===== config.mk =====
export PLATFORM = sky130hd
export DESIGN_NAME = pc_gen
export DESIGN_NICKNAME = d
export VERILOG_FILES = /design/src/rtl/pc_gen.sv
export SDC_FILE = /design/constraint.sdc
export NUM_CORES = 1
export LEC_CHECK = 0
export CAP_MARGIN = 0
export CELL_PAD_IN_SITES_DETAIL_PLACEMENT = 0
export CELL_PAD_IN_SITES_GLOBAL_PLACEMENT = 1
export CORE_ASPECT_RATIO = 1.75
export CORE_MARGIN = 10
export CORE_UTILIZATION = 25
export CTS_CLUSTER_DIAMETER = 40
export CTS_CLUSTER_SIZE = 12
export DETAILED_ROUTE_END_ITERATION = 8
export GPL_ROUTABILITY_DRIVEN = 0
export PLACE_DENSITY_LB_ADDON = 0.1
export REMOVE_ABC_BUFFERS = 1
export SETUP_SLACK_MARGIN = 0.15
export SYNTH_ARGS = -nofsm -noshare
export SYNTH_HDL_FRONTEND = slang
export SYNTH_SLANG_ARGS = --single-unit
export TNS_END_PERCENT = 50

===== constraint.sdc =====
create_clock -name clk -period 1.2 [get_ports clk]
set_input_delay 0.18 -clock clk [delete_from_list [all_inputs] [get_ports clk]]
set_output_delay 0.18 -clock clk [all_outputs]
set_load 0.01 [all_outputs]

===== src/rtl/pc_gen.sv =====
// Fetch PC register with priority redirect/stall/advance and an optional return-address stack.
// Define PC_RAS_EN to build the RAS; without it pred_call/pred_ret are ignored and the flags are tied.
module pc_gen #(
  parameter int                ADDR_W     = 32,
  parameter int                STALL_W    = 6,
  parameter logic [ADDR_W-1:0] RESET_PC   = '0,
  parameter int                INST_BYTES = 4,
  parameter int                RAS_DEPTH  = 4
) (
  input  logic               clk,
  input  logic               rst,
  input  logic [STALL_W-1:0] stall_state,
  input  logic [ADDR_W-1:0]  pc,
  input  logic               pred_call,
  input  logic               pred_ret,
  input  logic               ex_flag,
  input  logic [ADDR_W-1:0]  ex_target,
  output logic [ADDR_W-1:0]  pc_out,
  output logic               ras_empty,
  output logic               ras_full
);

  logic [ADDR_W-1:0] pc_nxt;

`ifdef PC_RAS_EN
  localparam int PTR_W = (RAS_DEPTH > 1) ? $clog2(RAS_DEPTH) : 1;
  localparam int CNT_W = $clog2(RAS_DEPTH + 1);

  logic [ADDR_W-1:0] ras_mem [RAS_DEPTH];
  logic [PTR_W-1:0]  top_ptr, top_ptr_nxt, ras_waddr;
  logic [CNT_W-1:0]  ras_cnt, ras_cnt_nxt;
  logic              ras_we;
  logic [ADDR_W-1:0] ret_addr;
  logic              ras_has;
  logic              unused_stall;

  assign unused_stall = ^stall_state[STALL_W-1:1];
  assign ret_addr     = pc_out + ADDR_W'(INST_BYTES);
  assign ras_has      = (ras_cnt != '0);

  always_comb begin
    pc_nxt      = pc_out;
    top_ptr_nxt = top_ptr;
    ras_cnt_nxt = ras_cnt;
    ras_we      = 1'b0;
    ras_waddr   = top_ptr;
    if (ex_flag) begin
      pc_nxt      = ex_target;
      ras_cnt_nxt = '0;
    end else if (!stall_state[0]) begin
      pc_nxt = pc;
      // A swap with an empty stack degenerates to a plain push.
      if (pred_call && (!pred_ret || !ras_has)) begin
        top_ptr_nxt = top_ptr + PTR_W'(1);
        ras_we      = 1'b1;
        ras_waddr   = top_ptr + PTR_W'(1);
        if (ras_cnt != CNT_W'(RAS_DEPTH))
          ras_cnt_nxt = ras_cnt + CNT_W'(1);
      end else if (pred_ret && ras_has) begin
        pc_nxt = ras_mem[top_ptr];
        if (pred_call) begin
          ras_we = 1'b1;
        end else begin
          top_ptr_nxt = top_ptr - PTR_W'(1);
          ras_cnt_nxt = ras_cnt - CNT_W'(1);
        end
      end
    end
  end

  always_ff @(posedge clk) begin
    if (rst) begin
      pc_out    <= RESET_PC;
      top_ptr   <= '0;
      ras_cnt   <= '0;
      ras_empty <= 1'b1;
      ras_full  <= 1'b0;
    end else begin
      pc_out    <= pc_nxt;
      top_ptr   <= top_ptr_nxt;
      ras_cnt   <= ras_cnt_nxt;
      ras_empty <= (ras_cnt_nxt == '0);
      ras_full  <= (ras_cnt_nxt == CNT_W'(RAS_DEPTH));
    end
  end

  // Stack contents are plain data: no reset, stale entries beyond the count are never read.
  always_ff @(posedge clk) begin
    if (ras_we)
      ras_mem[ras_waddr] <= ret_addr;
  end

`else
  logic unused_in;

  assign unused_in = ^stall_state[STALL_W-1:1] ^ pred_call ^ pred_ret;
  assign ras_empty = 1'b1;
  assign ras_full  = 1'b0;

  always_comb begin
    pc_nxt = pc;
    if (ex_flag)
      pc_nxt = ex_target;
    else if (stall_state[0])
      pc_nxt = pc_out;
  end

  always_ff @(posedge clk) begin
    if (rst)
      pc_out <= RESET_PC;
    else
      pc_out <= pc_nxt;
  end
`endif

endmodule


==> results of run 1 <==
repair_timing:
item,in CTS,in global routing
resized for setup,67,35
pin swaps,0,0
setup endpoints to repair,32,54
stage by stage:
stage | hold slack (ns) | setup TNS (ns)
6_report | 0.478 | 0
5_1_grt | 0.490 | 0
3_5_place_dp | 0.549 | -3.32
3_3_place_gp | 0.545 | -2.94
4_1_cts | 0.471 | 0
2_1_floorplan | 0.253 | 0
Yosys cell counts, drive strengths merged:
cell type	number	share of area (%)
a211oi	32	16
buf	6	5.6
clkbuf	9	2.2
conb	2	0.49
dfxtp	32	42
inv	1	0.24
mux2i	32	21
nor2b	32	13
final cells by class:
class	count	area (um2)	area share, %
Inverter	1	3.75	0.143
Multi-Input combinational cell	98	768	29.2
Timing Repair Buffer	106	1020	39.0
Tap cell	78	97.6	3.71
Sequential cell	32	643	24.5
Clock buffer	8	90.1	3.43
worst reg2reg max path: cells and delay by family (launching register included):
| family | cells | cell delay (ns) |
|---|---|---|
| flip-flops | 1 | 0.34 |
| AO/OA/AOI/OAI | 1 | 0.22 |
| multiplexers | 1 | 0.08 |
layer usage:
metal / vias to the layer above / track usage (%) / share of wire (%)
li1: 715 / - / -
met1: 655 / 11.6 / 39
met2: 54 / 19.4 / 52
met3: 5 / 4.98 / 7.8
met4: 0 / 3.38 / 1.2
met5: - / 0 / 0
power groups by stage:
| stage | clock (mW) | sequential (mW) | combinational [mW] |
|---|---|---|---|
| after floorplan | 0 | 1.24 | 0.169 |
| after global placement | 0 | 1.21 | 0.722 |
| after detailed placement | 0 | 1.21 | 0.724 |
| after CTS | 0.897 | 1.18 | 0.689 |
| after global routing | 0.961 | 1.19 | 0.720 |
| final | 0.850 | 1.18 | 0.657 |
cell families after synthesis:
kind of cell	synth area share (%)
AOI/OAI and AO/OA	15.7
muxes	20.9
DFF	41.8
and+or+nand+nor	13.1
buffers and inverters	8.08
other	0.490
final timing paths:
path,end,slack (ns),cells past startpoint
min,pc_out[16],0.48,4
max,pc_out[29],0.17,1
min reg2reg,pc_out[13],0.56,2
max reg2reg,pc_out[25],0.49,2
==> metrics list, run 1 <==
- Clock tree synthesis found a total of 32 sinks.
- In this run, synthesis produced a sequential element count of 32.
- Clock power share: 31.6%
- First drt pass iteration count: 3
- In the finished design, the share of the clock period the worst path needs comes to 85.7%.
- Largest net degree at the start of global routing: 33
* Crit end category: primary output
* Period minus WS final: 1.03 ns
* Synthesis-to-finish area growth: 71.4%
- Delay of the slowest critical-path stage: 0.34 ns
* Total routing resource utilization after global routing: 11.1%
- The worst path meets setup with 0.171 ns of slack.
- Excluding fillers, the count of instances in the completed layout stands at 323.
- Comb power frac: 24.4%
- Across the run, the number of max-cap violations was 0.
* CP max stage cell: sky130_fd_sc_hd__dfxtp_1
- Of the total power, registers draw 44.0%.
* Average cell area after synthesis: 10.5 um2
- Total design power: 2.69 mW
- Unrepaired setup endpoints after global routing: yes
- For this block, the routed nets add up to 5.27 mm of wire.
- For this run, the post-layout net count is 319.
- Leaving out fill and tap cells, the most frequent cell in the layout is sky130_fd_sc_hd__clkdlybuf4s50_1.
* Number of port buffers: 99
* Antenna diode instance count: 0
* Root cell of the clock tree: sky130_fd_sc_hd__clkbuf_8
* Core Box Area: 5930 um2
- After clock tree synthesis, the flow added hold-fix buffers numbering 0.
- Clock tree skew after final layout: 0 ns
- Setup-violating endpoint count in the final report: 0
* Setup slack after placement: -0.132 ns
* Total number of vias: 1429
- Total clock buffers created by CTS: 5
- In this run the worst path has a maximum fanout of 2.
- Number of global-route vias before repair: 1634
* DRC violation total after the first TritonRoute iteration: 49
* Final count of hold timing violations: 0
- The analysis attributes to cell leakage a power of 1.09 nW.
- The H-tree was split into 2 levels.
- Data required time at the worst endpoint: 1.02 ns
- In this run the most critical hold path is launched from stall_state[0].
- The signal on the critical path passes through clkdlybuf4s15_2.
- Number of setup buffers added after CTS: 0
- Cell area after layout: 2630 um2
- Data on the critical path arrives at its endpoint at 0.85 ns.
* Die Ht: 124 um
* Classification of the worst-slack hold path: input pin to flip-flop
* Critical path's top delay family: flip-flops
* Power density over the cells: 1020 nW/um2
- Crit path launch type: flip-flop
- Synthesis handed over a netlist of 146 instances.
- The Yosys step of the flow raised 0 warnings.
* Cell area reported after detailed placement: 2610 um2
- After clock tree synthesis, the clock-pin slew on the worst setup and hold paths is 0.07 ns.
* Switching power total: 0.669 mW
- Fraction of final layout cells sized beyond drive strength 1: 19.6%
- Pin placement for this block handled 109 I/O pins.
- The largest registers in the layout are pc_out x32.
- Summed over all layers, the global routing overflow is 0.
- Maximum clock rate: 972 MHz
- Number of flip-flops in the largest register: 32
- Final routed DRC violation total: 0
- Most used cells in the layout excluding fill and tap cells: sky130_fd_sc_hd__clkdlybuf4s50_1, sky130_fd_sc_hd__mux2i_1, sky130_fd_sc_hd__nor2b_1, sky130_fd_sc_hd__a211oi_1, sky130_fd_sc_hd__dfxtp_1
* DP Wirelength: 4.05 mm
* Sequential share of the synthesized area: 41.8%
* Max Buffers Root-to-Sink: 2
- Initial antenna violation count: 0
- Summing every instance area after synthesis gives 1530 um2.
- Together, buffers and inverters on the worst path number 1.
- The final max-slew violation count is 0.
- Residual antenna-violating net count after detailed routing: 0
- Status: complete, no violations
* Switching Fraction: 24.9%
- Internal power comes to 2.02 mW.
- The worst-case IR drop observed on VDD is 671 uV.
- RR Startpoint: pc_out[25]
- Global-route wire length before repair: 8.51 mm
- Critical path origin: pc_out[29]
- In this run the horizontal extent of the chip is 79.2 um.
- pc_out holds more flip-flops than any other register.
* Via density: 4.42
* Fillers: 654
- Number of distinct library cell variants in the gate-level netlist after synthesis: 10
* Worst Setup Path Type: flip-flop to primary output
- TritonCTS clock tree: done
* Wire length per cell: 16.3 um
- In this run, placement finished with an instance count of 315.
- Worst-skew pair later-pin latency: 0.27 ns
* Cell row count: 37
- The die covers 9790 um2.
* Effective utilization at floorplan: 25.9%
- At the end of the flow the core is filled with cells to 44.3%.
No activity file was read; power rests on OpenSTA's default activity.
==> inputs of run 2 (changes only) <==
--- a/config.mk
+++ b/config.mk
@@ -15,7 +15,7 @@
 export CTS_CLUSTER_SIZE = 12
 export DETAILED_ROUTE_END_ITERATION = 8
 export GPL_ROUTABILITY_DRIVEN = 0
-export PLACE_DENSITY_LB_ADDON = 0.1
+export PLACE_DENSITY = 0.88
 export REMOVE_ABC_BUFFERS = 1
 export SETUP_SLACK_MARGIN = 0.15
 export SYNTH_ARGS = -nofsm -noshare
==> run 2 against run 1 <==
Compared with the run above:
- global-route usage is 0.31 points lower
- via count rose by 1.7%
- sequential cell count unchanged
- power is 0.68% higher
- setup slack got worse by 0.0098 ns
- critical path depth did not move
- fmax fell by 0.94%
- sequential power is essentially flat
- clock-buffer cell count unchanged
- sequential share of layout area fell by 0.49 points
- critical endpoint is now pc_out[17]
==> metrics list, run 2 (same netlist as run 1, synthesis figures left out) <==
* Status: complete, no violations
- Data required time at the worst endpoint: 1.02 ns
- Clock tree skew after final layout: 0 ns
- Crit end category: primary output
- Cell row count: 37
* Core Box Area: 5930 um2
- Total number of vias: 1454
* Total routing resource utilization after global routing: 10.8%
- Buffering stage count on the worst path with inverters included: 1
- Using the TritonRoute via totals, the vias-per-cell ratio works out to 4.50.
* Number of port buffers: 99
- Max-slew violations: 0
* Unrepaired setup endpoints after global routing: yes
- The number of endpoints with negative hold slack in the final report was 0.
* Cell area after layout: 2670 um2
* Final worst path period share: 86.6%
- The floorplan step set the die width to 79.2 um.
- Total clock buffers created by CTS: 5
* Total number of clock tree sinks: 32
* Floorplan die area: 9790 um2
* Final routed DRC violation total: 0
- In the final routed layout, each cell accounts on average for 16.3 um.
- Of all nets on the critical path, the largest fanout is 2.
- The routed design could run at a clock period as short as 1.04 ns.
- Global routing used 19.9% of the available met2 tracks.
- Counting along the longest clock path gives a buffer depth of 2.
- CTS placed an instance of sky130_fd_sc_hd__clkbuf_8 at the clock tree root.
* Die Ht: 124 um
* CP max stage cell: sky130_fd_sc_hd__dfxtp_1
- Global-route wire length before repair: 8.29 mm
* Number of ports placed on the die boundary: 109
- Clock-pin slew was measured on the worst setup and hold paths at 0.07 ns.
* Maximum clock rate: 963 MHz
- Entering global routing, the biggest net connects 33 pins.
* Setup-violating endpoint count in the final report: 0
- The number of antenna violations at the first check in global routing is 0.
- The number of antenna diodes in the final layout is 0.
* First drt pass iteration count: 3
- The worst hold path belongs to the class input pin to flip-flop.
* Power density over the cells: 1010 nW/um2
- On the final layout, the worst hold slack is 0.443 ns.
- The worst setup path is launched from a flip-flop.
* Routing usage on met3: 4.11%
- Effective utilization at floorplan: 25.9%
* Critical path arrival: 0.86 ns
- In the final design database the tool counted 319 nets.
* Number of max-cap violations: 0
* Critical path's top delay family: flip-flops
- Fraction of final layout cells sized beyond drive strength 1: 19.2%
* Number of setup buffers added after CTS: 0
- The startpoint identified for the worst register-to-register timing path is pc_out[16].
- The register with the most flip-flops in the layout has 32 of them.
- The detailed router finished its first iteration with 29 violations.
- Summed over all layers, the routed wires come to 5.28 mm.
* Cell area reported after detailed placement: 2610 um2
- Number of global-route vias before repair: 1555
* Delay of the slowest critical-path stage: 0.33 ns
* Global routing's busiest layer: met2
- The number of hold buffers added after CTS was 0.
- H-Tree Level Count: 2
- Static leakage power: 1.09 nW
- TritonCTS clock tree: done
- Residual antenna-violating net count after detailed routing: 0
- Launch point of the worst hold path: ex_flag
- In this run the worst setup path begins at pc_out[17].
- Peak supply drop: 639 uV
- The largest registers in the layout are pc_out x32.
- DP Wirelength: 4.24 mm
* Total design power: 2.71 mW
- Leaving out fill and tap cells, the most frequent cells in the layout are sky130_fd_sc_hd__clkdlybuf4s50_1, sky130_fd_sc_hd__mux2i_1, sky130_fd_sc_hd__nor2b_1, sky130_fd_sc_hd__dfxtp_1, sky130_fd_sc_hd__a211oi_1.
- Grt ovf: 0
- Final cell utilization of the core: 45.1%
* Worst Setup Path Type: flip-flop to primary output
- For met1 alone, demand over resource in global routing was 10.6%.
- For the worst-skew pair, the clock arrives at the later sink with an insertion delay of 0.27 ns.
- Compared with the post-synthesis result, the final layout area differs by 74.3%.
- The signal on the critical path passes through clkdlybuf4s15_1.
* Register ranked first by flip-flop count: pc_out
- Leaving out fill and tap cells, the most frequent cell in the layout is sky130_fd_sc_hd__clkdlybuf4s50_1.
[run 2: changes by cell type in the layout (fill, tap and decap cells not counted), sizes merged]
cell	previous run	this run
clkbuf	24	21
clkdlybuf4s15	13	18
buf	11	9
[run 2: per-stage QoR]
step | TNS [ns] | worst slack (ns) | std cells
4_1_cts | 0 | 0.122 | 323
6_report | 0 | 0.161 | 323
2_1_floorplan | 0 | 0.261 | 131
3_5_place_dp | -1.69 | -0.0787 | 315
5_1_grt | 0 | 0.126 | 323
3_3_place_gp | -0.642 | -0.0344 | 315
[run 2: final timing paths]
path,slack [ns],depth (start not counted),end
hold reg to reg,0.56,2,pc_out[25]
setup reg to reg,0.48,2,pc_out[16]
setup / recovery,0.16,1,pc_out[17]
hold / removal,0.44,4,pc_out[2]
[run 2: report_power, final]
group | internal, mW | switching [mW] | total [mW]
logic | 0.419 | 0.254 | 0.673
clock network | 0.468 | 0.385 | 0.853
registers | 1.14 | 0.0384 | 1.18
total | 2.03 | 0.678 | 2.71
[run 2: final cells by class]
type	count	area [um2]
sequential	32	641
multi-input combinational	98	783
timing repair buffer	106	1060
inverter	1	3.75
clock buffer	8	90.1
tap	78	97.6
fill	618	3250
[run 2: repair_timing]
action | in CTS | in global routing
endpoints found under the setup margin | 32 | 40
hold endpoints to repair | 0 | 0
resized for setup | 71 | 29
[run 2: layer usage]
metal  part of all wire [%]  up-vias  wire [um]
met5                      0        -          0
met4                    1.6        0         85
met3                    6.9        7        365
met2                     56       56       2950
met1                     36      676       1880
li1                       -      715          -
